$ cat src/rtl/note_sequencer.sv
// 16-step programmable note sequencer: drives a note index and gate into the voice path.
// Optional swing timing is enabled by defining SEQ_SWING_EN.
module note_sequencer #(
  parameter int unsigned TICK_DIV = 8192,
  parameter int unsigned TICK_W   = 13
) (
  input  logic       clk,
  input  logic       rst_n,
  input  logic       start,
  input  logic       stop,
  input  logic [3:0] tempo_in,
  input  logic [3:0] gate_len_in,
  input  logic [3:0] len_in,
  input  logic [1:0] swing_in,
  input  logic       wr_en,
  input  logic [3:0] wr_addr,
  input  logic [4:0] wr_data,
  output logic [3:0] note_out,
  output logic       gate_out,
  output logic [3:0] step_idx,
  output logic       step_strobe,
  output logic       running
);

  typedef enum logic {IDLE, RUN} state_e;

`ifdef SEQ_SWING_EN
  localparam int unsigned TC_W = 5;
`else
  localparam int unsigned TC_W = 4;
`endif

  state_e            state_q, state_d;
  logic [TICK_W-1:0] presc_q, presc_d;
  logic [TC_W-1:0]   tick_cnt_q, tick_cnt_d;
  logic [TC_W-1:0]   last_tick;
  logic [3:0]        step_idx_q, step_idx_d;
  logic [3:0]        next_idx;
  logic [3:0]        note_q, note_d;
  logic              rest_q, rest_d;
  logic              strobe_q, strobe_d;
  logic [4:0]        pattern_q [16];
  logic [4:0]        pattern_d [16];

  // Index of the final tick of the current step (effective L-1).
  always_comb begin
`ifdef SEQ_SWING_EN
    if (!step_idx_q[0]) begin
      last_tick = {1'b0, tempo_in} + {3'b000, swing_in};
    end else if ({3'b000, swing_in} >= {1'b0, tempo_in}) begin
      last_tick = '0;
    end else begin
      last_tick = {1'b0, tempo_in} - {3'b000, swing_in};
    end
`else
    last_tick = tempo_in;
`endif
  end

  assign next_idx = (step_idx_q >= len_in) ? 4'd0 : step_idx_q + 4'd1;

  always_comb begin
    pattern_d = pattern_q;
    if (wr_en) begin
      pattern_d[wr_addr] = wr_data;
    end
  end

  // Reads use pattern_q, so a same-cycle write never affects the latched step.
  always_comb begin
    state_d    = state_q;
    presc_d    = presc_q;
    tick_cnt_d = tick_cnt_q;
    step_idx_d = step_idx_q;
    note_d     = note_q;
    rest_d     = rest_q;
    strobe_d   = 1'b0;
    if (stop) begin
      state_d = IDLE;
    end else if (start) begin
      state_d    = RUN;
      presc_d    = '0;
      tick_cnt_d = '0;
      step_idx_d = 4'd0;
      note_d     = pattern_q[0][3:0];
      rest_d     = pattern_q[0][4];
      strobe_d   = 1'b1;
    end else if (state_q == RUN) begin
      if (presc_q == TICK_W'(TICK_DIV - 1)) begin
        presc_d = '0;
        if (tick_cnt_q == last_tick) begin
          tick_cnt_d = '0;
          step_idx_d = next_idx;
          note_d     = pattern_q[next_idx][3:0];
          rest_d     = pattern_q[next_idx][4];
          strobe_d   = 1'b1;
        end else begin
          tick_cnt_d = tick_cnt_q + TC_W'(1);
        end
      end else begin
        presc_d = presc_q + TICK_W'(1);
      end
    end
  end

  always_ff @(posedge clk or negedge rst_n) begin
    if (!rst_n) begin
      state_q    <= IDLE;
      presc_q    <= '0;
      tick_cnt_q <= '0;
      step_idx_q <= '0;
      note_q     <= '0;
      rest_q     <= 1'b0;
      strobe_q   <= 1'b0;
      for (int unsigned i = 0; i < 16; i++) begin
        pattern_q[i] <= {2'b00, 3'(i)};
      end
    end else begin
      state_q    <= state_d;
      presc_q    <= presc_d;
      tick_cnt_q <= tick_cnt_d;
      step_idx_q <= step_idx_d;
      note_q     <= note_d;
      rest_q     <= rest_d;
      strobe_q   <= strobe_d;
      pattern_q  <= pattern_d;
    end
  end

  assign running     = (state_q == RUN);
  assign note_out    = note_q;
  assign step_idx    = step_idx_q;
  assign step_strobe = strobe_q;
  assign gate_out    = running & ~rest_q & (tick_cnt_q <= TC_W'(gate_len_in))
                     & (tick_cnt_q != last_tick);

endmodule

$ cat config.mk
export PLATFORM = sky130hd
export DESIGN_NAME = note_sequencer
export DESIGN_NICKNAME = d
export VERILOG_FILES = /design/src/rtl/note_sequencer.sv
export SDC_FILE = /design/constraint.sdc
export NUM_CORES = 1
export LEC_CHECK = 0
export CAP_MARGIN = 20
export CORE_MARGIN = 3
export CORE_UTILIZATION = 25
export CTS_BUF_LIST = sky130_fd_sc_hd__clkbuf_16
export CTS_CLUSTER_SIZE = 14
export DETAILED_ROUTE_END_ITERATION = 8
export PLACE_DENSITY = 0.52
export SLEW_MARGIN = 25
export SYNTH_ARGS = -nofsm -noshare
export SYNTH_HDL_FRONTEND = slang
export SYNTH_SLANG_ARGS = --single-unit
$ cat constraint.sdc
create_clock -name clk -period 4.7 [get_ports clk]
set_input_delay 0.94 -clock clk [delete_from_list [all_inputs] [get_ports clk]]
set_output_delay 0.94 -clock clk [all_outputs]
set_load 0.02 [all_outputs]
==> impl_metrics.env <==
export IMPL_rsz0062_at_grt="no"
export IMPL_crit_type="in2out"
export IMPL_detail_route_antenna_nets=0
export IMPL_dp_hpwl_um=9300
export IMPL_initialDrtViolationCount=202
export IMPL_path_common_cell="clkdlybuf4s50_1"
export IMPL_synthArstFlopShare_pct=100
export IMPL_hp_start="note_out[2]$_DFFE_PN0P_"
export IMPL_nets=526
export IMPL_postSynthCellCount=460
export IMPL_gp_congestion=0.792
export IMPL_cts_setup_buffers=0
export IMPL_synthToLayoutAreaGrowth_pct=16.8
export IMPL_clock_path_buffers=2
export IMPL_finalCritPeriodShare_pct=87.5
export IMPL_cp_required_ns=3.76
export IMPL_cp_max_fo=2
export IMPL_drc=0
export IMPL_final_cell_area_mm2=0.00639
export IMPL_yosysMostFrequentCell="dfrtp_1"
export IMPL_reg2reg_from="step_idx[1]$_DFFE_PN0P_"
export IMPL_post_route_util_pct=30.0
export IMPL_syn_area_mm2=0.00547
export IMPL_grt_pass1_wl_um=21600
export IMPL_cts_buffers=9
export IMPL_num_antenna_cells=0
export IMPL_rr_worst_depth=6
export IMPL_yosysTopAreaCell="dfrtp_1"
export IMPL_vdd_drop_max_v=0.000160
export IMPL_crit_slowest_cell="clkdlybuf4s50_1"
export IMPL_post_synth_main_area_contributors="dfrtp_1 (38%), mux2_2 (16%), dfstp_2 (12%), ha_1 (2.5%), mux2i_1 (2.2%)"
export IMPL_grt_pass1_vias=3834
export IMPL_grt_ovfl_total=0
export IMPL_cp_cell_sequence="clkdlybuf4s50_1 > inv_1 > ha_1 > nor2b_1 > o21ai_0 > nand2b_1 > a21oi_1 > a41oi_1 > nor4bb_1 > clkdlybuf4s50_1"
export IMPL_start_util_pct=25.7
export IMPL_grt_max_degree=84
export IMPL_wire_per_inst_um=17.2
export IMPL_die_x_um=154
export IMPL_ys_seq_elements=108
export IMPL_vias=3739
export IMPL_syn_area_per_cell_um2=11.9
export IMPL_clock_latency_ns=0.35
export IMPL_hold_class="reg2reg"
export IMPL_setup_viol=0
export IMPL_outcome="finished, final reports clean"
export IMPL_startpoint_type="input port"
export IMPL_placed_cell_area_mm2=0.00612
export IMPL_max_slew_margin_pct=40.5
export IMPL_layout_drive_gt1_share_pct=27.8
export IMPL_track_usage_pct=11.4
export IMPL_h_tree_depth=3
export IMPL_syn_nets=499
export IMPL_io_buffers=36
export IMPL_cts_tree="done"
export IMPL_r2r_end="note_out[2]$_DFFE_PN0P_"
export IMPL_yosysTopAreaCellShare_pct=38.4
export IMPL_cts_repair_resized=0
export IMPL_synth_cell_types=53
export IMPL_endpoint_kind="output port"
export IMPL_core_area_mm2=0.0213
export IMPL_yosysSeqAreaShare_pct=49.9
export IMPL_synth_main_ff_cell="dfrtp_1"
export IMPL_clkTransAtPathRegs_ns=0.07
export IMPL_hold_viol_final=0
export IMPL_finClkSkew_ns=0.00633
export IMPL_routed_via_density=4.87
export IMPL_rows=53
export IMPL_worst_slew_pin_slew_ns=0.890
export IMPL_synth_edf_count=0
export IMPL_wl_um=13200
export IMPL_ys_warnings_count=0
export IMPL_firstDrtPassIters=6
export IMPL_num_fill_cells=2134
export IMPL_maxCapViolations=0
export IMPL_final_min_clock_period_ns=4.11
export IMPL_power_density_mw_per_mm2=433
export IMPL_dieArea_mm2=0.0237
export IMPL_holdPathStages=2
export IMPL_die_h_um=154
export IMPL_hold_buffers=0
export IMPL_pin_count=39
export IMPL_min_to="note_out[2]$_DFFE_PN0P_"
export IMPL_cts_root_buf="clkbuf_16"
export IMPL_leakagePower_nw=2.59
export IMPL_antenna_found_initial=0
export IMPL_tns_ns=0
export IMPL_fmax_mhz=243
export IMPL_slew_viol_final=0
export IMPL_synth_top_cells_by_count="dfrtp_1 (84), mux2_2 (80), nor2_1 (27), dfstp_2 (24), clkbuf_1 (20)"
export IMPL_arrival_ns=3.17
export IMPL_rrSetupSlack_ns=1.73
export IMPL_cts_sinks=108
export IMPL_slowest_delay_ns=0.64
## report_power, final
group	switching (mW)	internal, mW
Clock	0.334	0.353
Combinational	0.415	0.386
Sequential	0.122	1.16
## kinds of logic after synthesis
group | count (synthesis) | synth area share (%)
and+or+nand+nor | 98 | 9.53
adders and majority gates | 11 | 2.51
AOI/OAI and AO/OA | 84 | 11.4
xor gates and xnor gates | 16 | 2.56
muxes | 97 | 20.7
buffers and inverters | 46 | 3.34
DFF | 108 | 49.9
## routing by layer
layer	vias to the layer above	wire, µm	track usage [%]
met5	-	0	0
met4	0	294	3.99
met3	23	513	2.93
met2	55	6290	18.6
met1	1906	6110	14.8
li1	1755	-	-
## through the flow
stage          total power [mW]  hold slack [ns]  worst slack [ns]  instances
4_1_cts                    2.81            0.507             0.564        767
6_report                   2.77            0.498             0.586        767
2_1_floorplan              1.83            0.473              1.29        460
3_3_place_gp               2.08            0.484             0.554        751
3_5_place_dp               2.11            0.491             0.556        751
5_1_grt                    2.95            0.514             0.421        767
## critical path: cells and delay by family
kind	cells	cell delay, ns
AOI/OAI and AO/OA	3	0.33
adders and majority gates	1	0.29
and+or+nand+nor	3	0.46
buffers and inverters	3	1.15
## worst max-delay path by stage
stage / startpoint / to / slack, ns / cells past startpoint
2_1_floorplan: gate_len_in[1] / gate_out / 1.29 / 8
3_3_place_gp: gate_len_in[1] / gate_out / 0.55 / 10
3_5_place_dp: gate_len_in[1] / gate_out / 0.56 / 10
4_1_cts: gate_len_in[1] / gate_out / 0.56 / 10
5_1_grt: gate_len_in[1] / gate_out / 0.42 / 10
6_report: gate_len_in[1] / gate_out / 0.59 / 10
## sequential cells by signal (all words and copies together), names as in the netlist
signal       count
rest_q           1
tick_cnt_q       4
presc_q         13
pattern_q       80
running          1
note_out         4
step_idx         4
step_strobe      1
## cells in the final DEF (no fill, tap or decap), types with 5 or more instances in the layout
cell type,count
dfrtp_1,84
nor2_1,27
nand4_1,5
dfstp_2,24
xor2_1,8
o31ai_1,6
o21ai_0,15
a21oi_1,15
o211ai_1,5
mux2_2,80
nor2b_1,6
clkbuf_16,9
mux4_2,5
nand3_1,11
nor3_1,8
ha_1,11
o2111ai_1,8
clkdlybuf4s50_1,35
mux2i_1,12
nand2_1,17
inv_1,20
a32o_1,8
xnor2_1,7
buf_4,7
## area by class of cell
cell class	count	area (µm²)	share of cell area [%]
repair buffers	43	414	6.48
flip-flops and latches	108	2730	42.8
inverters	19	71.3	1.12
multi-input cells	306	2560	40.1
well taps	275	344	5.38
clock buffers	9	225	3.52
clock inverters	7	37.5	0.587
No activity file was read; power rests on OpenSTA's default activity.
